File: src/rtl/aes_disp_pkg.sv
// Shared types and seven-segment helpers for the AES byte display sequencer.
package aes_disp_pkg;

  typedef enum logic [1:0] {
    IDLE = 2'd0,
    CONV = 2'd1,
    SHOW = 2'd2
  } disp_state_t;

  localparam logic [6:0] SEG_BLANK = 7'h7F;

  // Active-low {g,f,e,d,c,b,a}; non-decimal codes render blank.
  function automatic logic [6:0] seg_decode(input logic [3:0] d);
    logic [6:0] seg;
    case (d)
      4'd0:    seg = 7'h40;
      4'd1:    seg = 7'h79;
      4'd2:    seg = 7'h24;
      4'd3:    seg = 7'h30;
      4'd4:    seg = 7'h19;
      4'd5:    seg = 7'h12;
      4'd6:    seg = 7'h02;
      4'd7:    seg = 7'h78;
      4'd8:    seg = 7'h00;
      4'd9:    seg = 7'h10;
      default: seg = SEG_BLANK;
    endcase
    return seg;
  endfunction

endpackage

File: src/rtl/aes_byte_bcd.sv
// Iterative 8-bit binary to 3-digit BCD converter (double dabble, one bit per cycle).
// bcd carries the result of the iteration in progress, so it is final while done is high.
module aes_byte_bcd (
  input  logic        clk,
  input  logic        rst,
  input  logic        start,
  input  logic [7:0]  bin,
  output logic        done,
  output logic [11:0] bcd
);

  logic [7:0]  bin_reg;
  logic [11:0] bcd_reg;
  logic [2:0]  cnt_reg;
  logic        run_reg;
  logic [11:0] adj;
  logic [11:0] bcd_next;

  genvar gi;
  generate
    for (gi = 0; gi < 3; gi++) begin : g_adj
      assign adj[gi*4 +: 4] = (bcd_reg[gi*4 +: 4] >= 4'd5) ? bcd_reg[gi*4 +: 4] + 4'd3
                                                            : bcd_reg[gi*4 +: 4];
    end
  endgenerate

  assign bcd_next = {adj[10:0], bin_reg[7]};
  assign bcd      = bcd_next;
  assign done     = run_reg && (cnt_reg == 3'd7);

  always_ff @(posedge clk or posedge rst) begin
    if (rst) begin
      bin_reg <= 8'd0;
      bcd_reg <= 12'd0;
      cnt_reg <= 3'd0;
      run_reg <= 1'b0;
    end else if (start) begin
      bin_reg <= bin;
      bcd_reg <= 12'd0;
      cnt_reg <= 3'd0;
      run_reg <= 1'b1;
    end else if (run_reg) begin
      bin_reg <= {bin_reg[6:0], 1'b0};
      bcd_reg <= bcd_next;
      cnt_reg <= cnt_reg + 3'd1;
      if (cnt_reg == 3'd7) run_reg <= 1'b0;
    end
  end

endmodule

File: src/rtl/aes_byte_display_seq.sv
// Steps through the 16 bytes of an accepted block, showing each in decimal on three digits.
// Build macro: DISP_LOOP_EN makes the sequence repeat instead of returning to IDLE.
module aes_byte_display_seq
  import aes_disp_pkg::*;
#(
  parameter int DWELL = 50_000_000,
  parameter int DW    = 26
) (
  input  logic         clk,
  input  logic         rst,
  input  logic         blk_valid,
  input  logic [127:0] blk_data,
  output logic         blk_ready,
  output logic         busy,
  output logic [3:0]   byte_idx,
  output logic [6:0]   HEX2,
  output logic [6:0]   HEX1,
  output logic [6:0]   HEX0
);

  disp_state_t   state_reg, state_next;
  logic [127:0]  cap_reg;
  logic [3:0]    byte_idx_reg;
  logic [DW-1:0] dwell_reg;
  logic [6:0]    hex2_reg, hex1_reg, hex0_reg;

  logic          dwell_end;
  logic          last_byte;
  logic [3:0]    next_idx;
  logic [3:0]    next_pos;
  logic [7:0]    next_byte;
  logic          capture;
  logic          conv_start;
  logic [7:0]    conv_bin;
  logic          conv_done;
  logic [11:0]   conv_bcd;
  logic [6:0]    hex2_next, hex1_next, hex0_next;

  assign dwell_end = (dwell_reg == DW'(DWELL - 1));
  assign last_byte = (byte_idx_reg == 4'd15);
  assign next_idx  = byte_idx_reg + 4'd1;
  assign next_pos  = 4'd15 - next_idx;
  assign next_byte = cap_reg[{next_pos, 3'b000} +: 8];

`ifdef DISP_LOOP_EN
  assign blk_ready = (state_reg == IDLE) ||
                     ((state_reg == SHOW) && last_byte && dwell_end);
`else
  assign blk_ready = (state_reg == IDLE);
`endif

  assign busy     = (state_reg != IDLE);
  assign byte_idx = byte_idx_reg;
  assign HEX2     = hex2_reg;
  assign HEX1     = hex1_reg;
  assign HEX0     = hex0_reg;

  always_comb begin
    state_next = state_reg;
    capture    = 1'b0;
    conv_start = 1'b0;
    conv_bin   = next_byte;
    case (state_reg)
      IDLE: begin
        if (blk_valid && blk_ready) begin
          capture    = 1'b1;
          conv_start = 1'b1;
          conv_bin   = blk_data[127:120];
          state_next = CONV;
        end
      end
      CONV: begin
        if (conv_done) state_next = SHOW;
      end
      SHOW: begin
        if (dwell_end) begin
`ifdef DISP_LOOP_EN
          if (last_byte && blk_valid) begin
            capture  = 1'b1;
            conv_bin = blk_data[127:120];
          end
          conv_start = 1'b1;
          state_next = CONV;
`else
          if (last_byte) begin
            state_next = IDLE;
          end else begin
            conv_start = 1'b1;
            state_next = CONV;
          end
`endif
        end
      end
      default: state_next = IDLE;
    endcase
  end

  // Leading zeros blank; a zero between nonzero digits is still drawn.
  always_comb begin
    hex0_next = seg_decode(conv_bcd[3:0]);
    hex1_next = seg_decode(conv_bcd[7:4]);
    hex2_next = seg_decode(conv_bcd[11:8]);
    if (conv_bcd[11:8] == 4'd0) begin
      hex2_next = SEG_BLANK;
      if (conv_bcd[7:4] == 4'd0) hex1_next = SEG_BLANK;
    end
  end

  aes_byte_bcd u_bcd (
    .clk   (clk),
    .rst   (rst),
    .start (conv_start),
    .bin   (conv_bin),
    .done  (conv_done),
    .bcd   (conv_bcd)
  );

  always_ff @(posedge clk or posedge rst) begin
    if (rst) begin
      state_reg <= IDLE;
    end else begin
      state_reg <= state_next;
    end
  end

  always_ff @(posedge clk or posedge rst) begin
    if (rst) begin
      cap_reg      <= 128'd0;
      byte_idx_reg <= 4'd0;
      dwell_reg    <= '0;
      hex2_reg     <= SEG_BLANK;
      hex1_reg     <= SEG_BLANK;
      hex0_reg     <= SEG_BLANK;
    end else begin
      if (capture) cap_reg <= blk_data;
      if (capture) byte_idx_reg <= 4'd0;
      else if (conv_start) byte_idx_reg <= next_idx;
      if (state_reg == CONV && conv_done) begin
        dwell_reg <= '0;
        hex2_reg  <= hex2_next;
        hex1_reg  <= hex1_next;
        hex0_reg  <= hex0_next;
      end else if (state_reg == SHOW) begin
        dwell_reg <= dwell_reg + DW'(1);
      end
    end
  end

endmodule
File: config.mk
export PLATFORM = sky130hd
export DESIGN_NAME = aes_byte_display_seq
export DESIGN_NICKNAME = d
export VERILOG_FILES = /design/src/rtl/aes_disp_pkg.sv /design/src/rtl/aes_byte_bcd.sv /design/src/rtl/aes_byte_display_seq.sv
export SDC_FILE = /design/constraint.sdc
export NUM_CORES = 1
export LEC_CHECK = 0
export CAP_MARGIN = 20
export CORE_ASPECT_RATIO = 2
export CORE_MARGIN = 4
export CORE_UTILIZATION = 35
export CTS_BUF_LIST = sky130_fd_sc_hd__clkbuf_16
export DETAILED_ROUTE_END_ITERATION = 10
export GPL_TIMING_DRIVEN = 0
export RECOVER_POWER = 25
export SYNTH_ARGS = -nofsm -noshare
export SYNTH_HDL_FRONTEND = slang
export SYNTH_SLANG_ARGS = --single-unit
File: constraint.sdc
create_clock -name clk -period 12.7 [get_ports clk]
set_input_delay 3.175 -clock clk [delete_from_list [all_inputs] [get_ports clk]]
set_output_delay 3.175 -clock clk [all_outputs]
set_load 0.01 [all_outputs]
==> results.txt <==
Start of the worst register-to-register path: byte_idx[1]. The synthesized design contains 0 enable-type register cells. After synthesis, the largest family of logic cells by area is simple AND/OR/NAND/NOR gates.

The critical path is of the input pin to asynchronous set/reset pin type. The clock-pin transition on the worst setup and hold timing paths is 70 ps, and the mux contribution to synthesized area is 0.115. The total count of max-transition violations in the final report was 76; the number of hold buffers added after CTS was 0.

CTS saw 205 sinks. Flip-flop count of the largest register after layout: 128. Ranked by total cell area, the synthesized netlist is headed by sky130_fd_sc_hd__dfrtp_1 (47%), sky130_fd_sc_hd__nand2_1 (17%), sky130_fd_sc_hd__mux4_2 (8.0%). At the worst endpoint, the arrival time is 6350 ps. The first routing iteration left 470 violations. For the number of nets with antenna violations after detailed routing, the log shows 0.

The core region is 0.0278 sq mm. The total power density per cell area is 106 mW/mm^2. The number of nets handed over by synthesis was 1191. The cell type of the slowest stage on the worst timing path was sky130_fd_sc_hd__clkinvlp_2.

The worst vdd rail ir drop was 0.0810 mV. Counting along the longest clock path gives a buffer depth of 3. The endpoint identified for the worst register-to-register timing path is u_bcd.bin_reg[7].

The checks that failed: capacitance limit, slew limit. During synthesis, Yosys emitted a total of 0 warnings. The final global-route overflow total came out at 0. The family of cells with the greatest summed delay on the critical path was buffers and inverters. Fmax: 173 MHz.

In the routed design, unresolved DRC markers number 0. In the routed layout, each cell is associated on average with a via count of 5.06. Setup slack on the worst reg-to-reg path comes out at 9740 ps. The number of buffers inserted to repair setup after CTS was 0; the stage delay of the slowest cell on the critical path was 1920 ps. The floorplan has 86 rows.

In this run, CTS created clock tree buffers numbering 20. The die is 246 um tall. The tools report the number of cells upsized or downsized after cts as 0. Summed over all cells, the static leakage comes to 6.03 nW.

In this run the clock root is driven by a sky130_fd_sc_hd__clkbuf_16. The worst hold-check path type was flip-flop to flip-flop. The total standard cell area after synthesis was 0.00990 sq mm.

The count of boundary I/O pins was 158. Traced cell by cell, the critical path runs through dlygate4sd3_1, clkinvlp_2, buf_16. The average footprint of a synthesized cell was 9.44 sq um. Setup repair after global routing left no endpoint under its margin. Critical path endpoint: cap_reg[111]. The parity-gate share of the synthesized area counting xor and xnor cells is 0.00973, and the worst slew margin relative to its limit is -1.31. Entering global routing, the biggest net connects 131 pins.

The run gives 1 as the initial antenna violation count. The detailed router placed 8071 vias in this run. The largest total area in the synthesized netlist belongs to sky130_fd_sc_hd__dfrtp_1.

The fraction of synthesized cell area taken by the top area cell type works out to 0.465. Highest fanout seen on the critical path: 130. In the final design database the tool counted 1371 nets. The complex-gate fraction of the synthesized area is 0.0809. The number of distinct library cell variants in the gate-level netlist after synthesis came out at 58.

The via count of the first global-routing pass is 8369. The number of buffers added on ports works out to 157. The layout overhead on the synthesized area came out at 27.5%. The part of the cycle the worst path needs is 0.456, and the final wirelength is 29200 um.

Effective utilization at floorplan: 0.357. The worst setup path is launched from an input pin. Number of setup violations in the final report: 0. The largest clock skew in the final design was 9.64 ps.

Measured along the x axis, the die boundary spans 127 um. The global placement routability congestion came out at 0.864. For the number of cells produced by synthesis, the log shows 1049. The synthesized flop and latch total was 205; the first-pass GRT wire length was 45100 um. Counting buffers and inverters, the worst setup path is 3 cells deep.

In the final timing run, aggregate negative setup slack is 0 ps. The run gives 2756 as the count of filler cells inserted in the layout. The die footprint was 0.0312 sq mm. The area share of fa/ha/maj cells after synthesis works out to 0.0139. TritonCTS built the clock tree. The critical path required time was 13260 ps; the smallest hold slack was 457 ps. Final hold violation count: 0. The most critical setup path has its startpoint at rst.

The worst register-to-register path has a depth of 9. The predominant post-synthesis flop cell was sky130_fd_sc_hd__dfrtp_1. The share of final-layout standard cells stronger than drive strength 1 came out at 0.0901. The nature of the critical path endpoint was an asynchronous set/reset pin. Dividing the detail-routed wire length by the instance count gives 18.3 um.

In the synthesized netlist, the cells that appear most often are sky130_fd_sc_hd__nand2_1 (438), sky130_fd_sc_hd__dfrtp_1 (184), sky130_fd_sc_hd__nor2_1 (45). The worst-margin pin slew was 3450 ps; the cell depth of the worst min-delay path was 2. The logs give 22100 um for the HPWL reported at the end of detailed placement and 1 for the count of maximum capacitance violations.

Yosys instantiated no cell more often than sky130_fd_sc_hd__nand2_1. The share of synthesized cell area in and, or, nand and nor gates was 0.231. The run gives 0.185 as the global router's overall resource usage. Together, buffers and inverters on the worst path number 3.

The worst path needs 5790 ps of the cycle, external delays included. The source-to-sink clock delay at the later pin of the worst-skew pair was 500 ps. The async set-or-reset flop fraction in the synthesized netlist works out to 1.00.

The flow ran to the end, but the final reports show violations. The number of detailed-route iterations in the first pass came out at 5. Post-synthesis sequential area ratio: 0.521.

The H-tree depth reported by CTS came out at 1.
## logic make-up after synthesis
logic type | Yosys count
AOI/OAI and AO/OA | 127
xor gates and xnor gates | 11
adders and majority gates | 11
buffers and inverters | 68
DFF | 205
muxes | 69
and+or+nand+nor | 558
## through the flow
step | power [W] | utilization | std cells | instance area, sq um | setup WS [ps]
floorplan | 0.000675 | - | 1049 | 9900 | 3960
global placement | 0.000724 | 0.429 | 1558 | 11900 | 1080
detailed placement | 0.000725 | 0.430 | 1559 | 11900 | 7460
CTS | 0.00135 | 0.455 | 1595 | 12600 | 7680
global route | 0.00138 | 0.455 | 1596 | 12600 | 6350
finish | 0.00134 | 0.455 | 1596 | 12600 | 6910
## cell usage in the layout (no fill, tap or decap), types with 3 or more instances in the layout
cell	count
sky130_fd_sc_hd__nand2_1	438
sky130_fd_sc_hd__dfrtp_1	184
sky130_fd_sc_hd__clkdlybuf4s50_1	156
sky130_fd_sc_hd__nor2_1	45
sky130_fd_sc_hd__o21ai_0	43
sky130_fd_sc_hd__clkbuf_1	41
sky130_fd_sc_hd__mux4_2	35
sky130_fd_sc_hd__nand3_1	27
sky130_fd_sc_hd__mux2i_1	26
sky130_fd_sc_hd__dfstp_2	21
sky130_fd_sc_hd__a21oi_1	21
sky130_fd_sc_hd__clkbuf_16	21
sky130_fd_sc_hd__inv_1	13
sky130_fd_sc_hd__ha_1	11
sky130_fd_sc_hd__xnor2_1	10
sky130_fd_sc_hd__o211ai_1	9
sky130_fd_sc_hd__nand2b_1	9
sky130_fd_sc_hd__nand4_1	8
sky130_fd_sc_hd__mux2_2	8
sky130_fd_sc_hd__o31ai_1	8
sky130_fd_sc_hd__buf_2	7
sky130_fd_sc_hd__a211oi_1	7
sky130_fd_sc_hd__and3_1	6
sky130_fd_sc_hd__o22a_1	6
sky130_fd_sc_hd__a31oi_1	5
sky130_fd_sc_hd__buf_1	4
sky130_fd_sc_hd__nor3_1	4
sky130_fd_sc_hd__o22ai_1	3
sky130_fd_sc_hd__o21bai_1	3
sky130_fd_sc_hd__a21o_1	3
sky130_fd_sc_hd__o21a_1	3
sky130_fd_sc_hd__o21ai_1	3
sky130_fd_sc_hd__o32ai_1	3
sky130_fd_sc_hd__clkinvlp_4	3
sky130_fd_sc_hd__clkinv_2	3
sky130_fd_sc_hd__bufinv_16	3
sky130_fd_sc_hd__clkinv_1	3
## worst min path at each step
stage                  from            to
2_1_floorplan    cap_reg[0]    cap_reg[0]
3_3_place_gp        HEX2[0]       HEX2[0]
6_report            HEX2[0]       HEX2[0]
4_1_cts             HEX2[0]       HEX2[0]
3_5_place_dp        HEX2[0]       HEX2[0]
5_1_grt        cap_reg[103]  cap_reg[103]
## power breakdown
group | switching, W | internal (W) | leakage, nW
Combinational | 0.0000222 | 0.0000363 | 2.97
Sequential | 0 | 0.000653 | 2.73
Clock | 0.000265 | 0.000362 | 0.333
## metal layers
metal / track usage / up-vias / routed length [um]
met5: 0 / - / 0
met4: 0.0910 / 0 / 1400
met3: 0.0193 / 56 / 1090
met2: 0.350 / 211 / 16000
met1: 0.202 / 3900 / 10700
li1: - / 3904 / -
## final cells by class
cell class / instances / area [sq um] / area share
Sequential cell: 205 / 5160 / 0.409
Tap cell: 352 / 440 / 0.0349
Buffer: 56 / 241 / 0.0191
Clock inverter: 15 / 155 / 0.0123
Inverter: 12 / 46.3 / 0.00367
Multi-Input combinational cell: 776 / 4460 / 0.353
Clock buffer: 21 / 526 / 0.0416
Timing Repair Buffer: 158 / 1600 / 0.127
Antenna cell: 1 / 2.50 / 0.000198
## worst register-to-register path: stages, from the launching register on
cell and delay [ps]:
sky130_fd_sc_hd__dfrtp_1 450, sky130_fd_sc_hd__ha_1 300, sky130_fd_sc_hd__buf_2 180, sky130_fd_sc_hd__buf_2 320, sky130_fd_sc_hd__clkbuf_1 660, sky130_fd_sc_hd__mux4_2 480, sky130_fd_sc_hd__mux2i_1 180, sky130_fd_sc_hd__nor3_1 70
sky130_fd_sc_hd__nor3_2 150, sky130_fd_sc_hd__a21oi_1 50
Note: power is estimated with default switching activity, not from simulation.
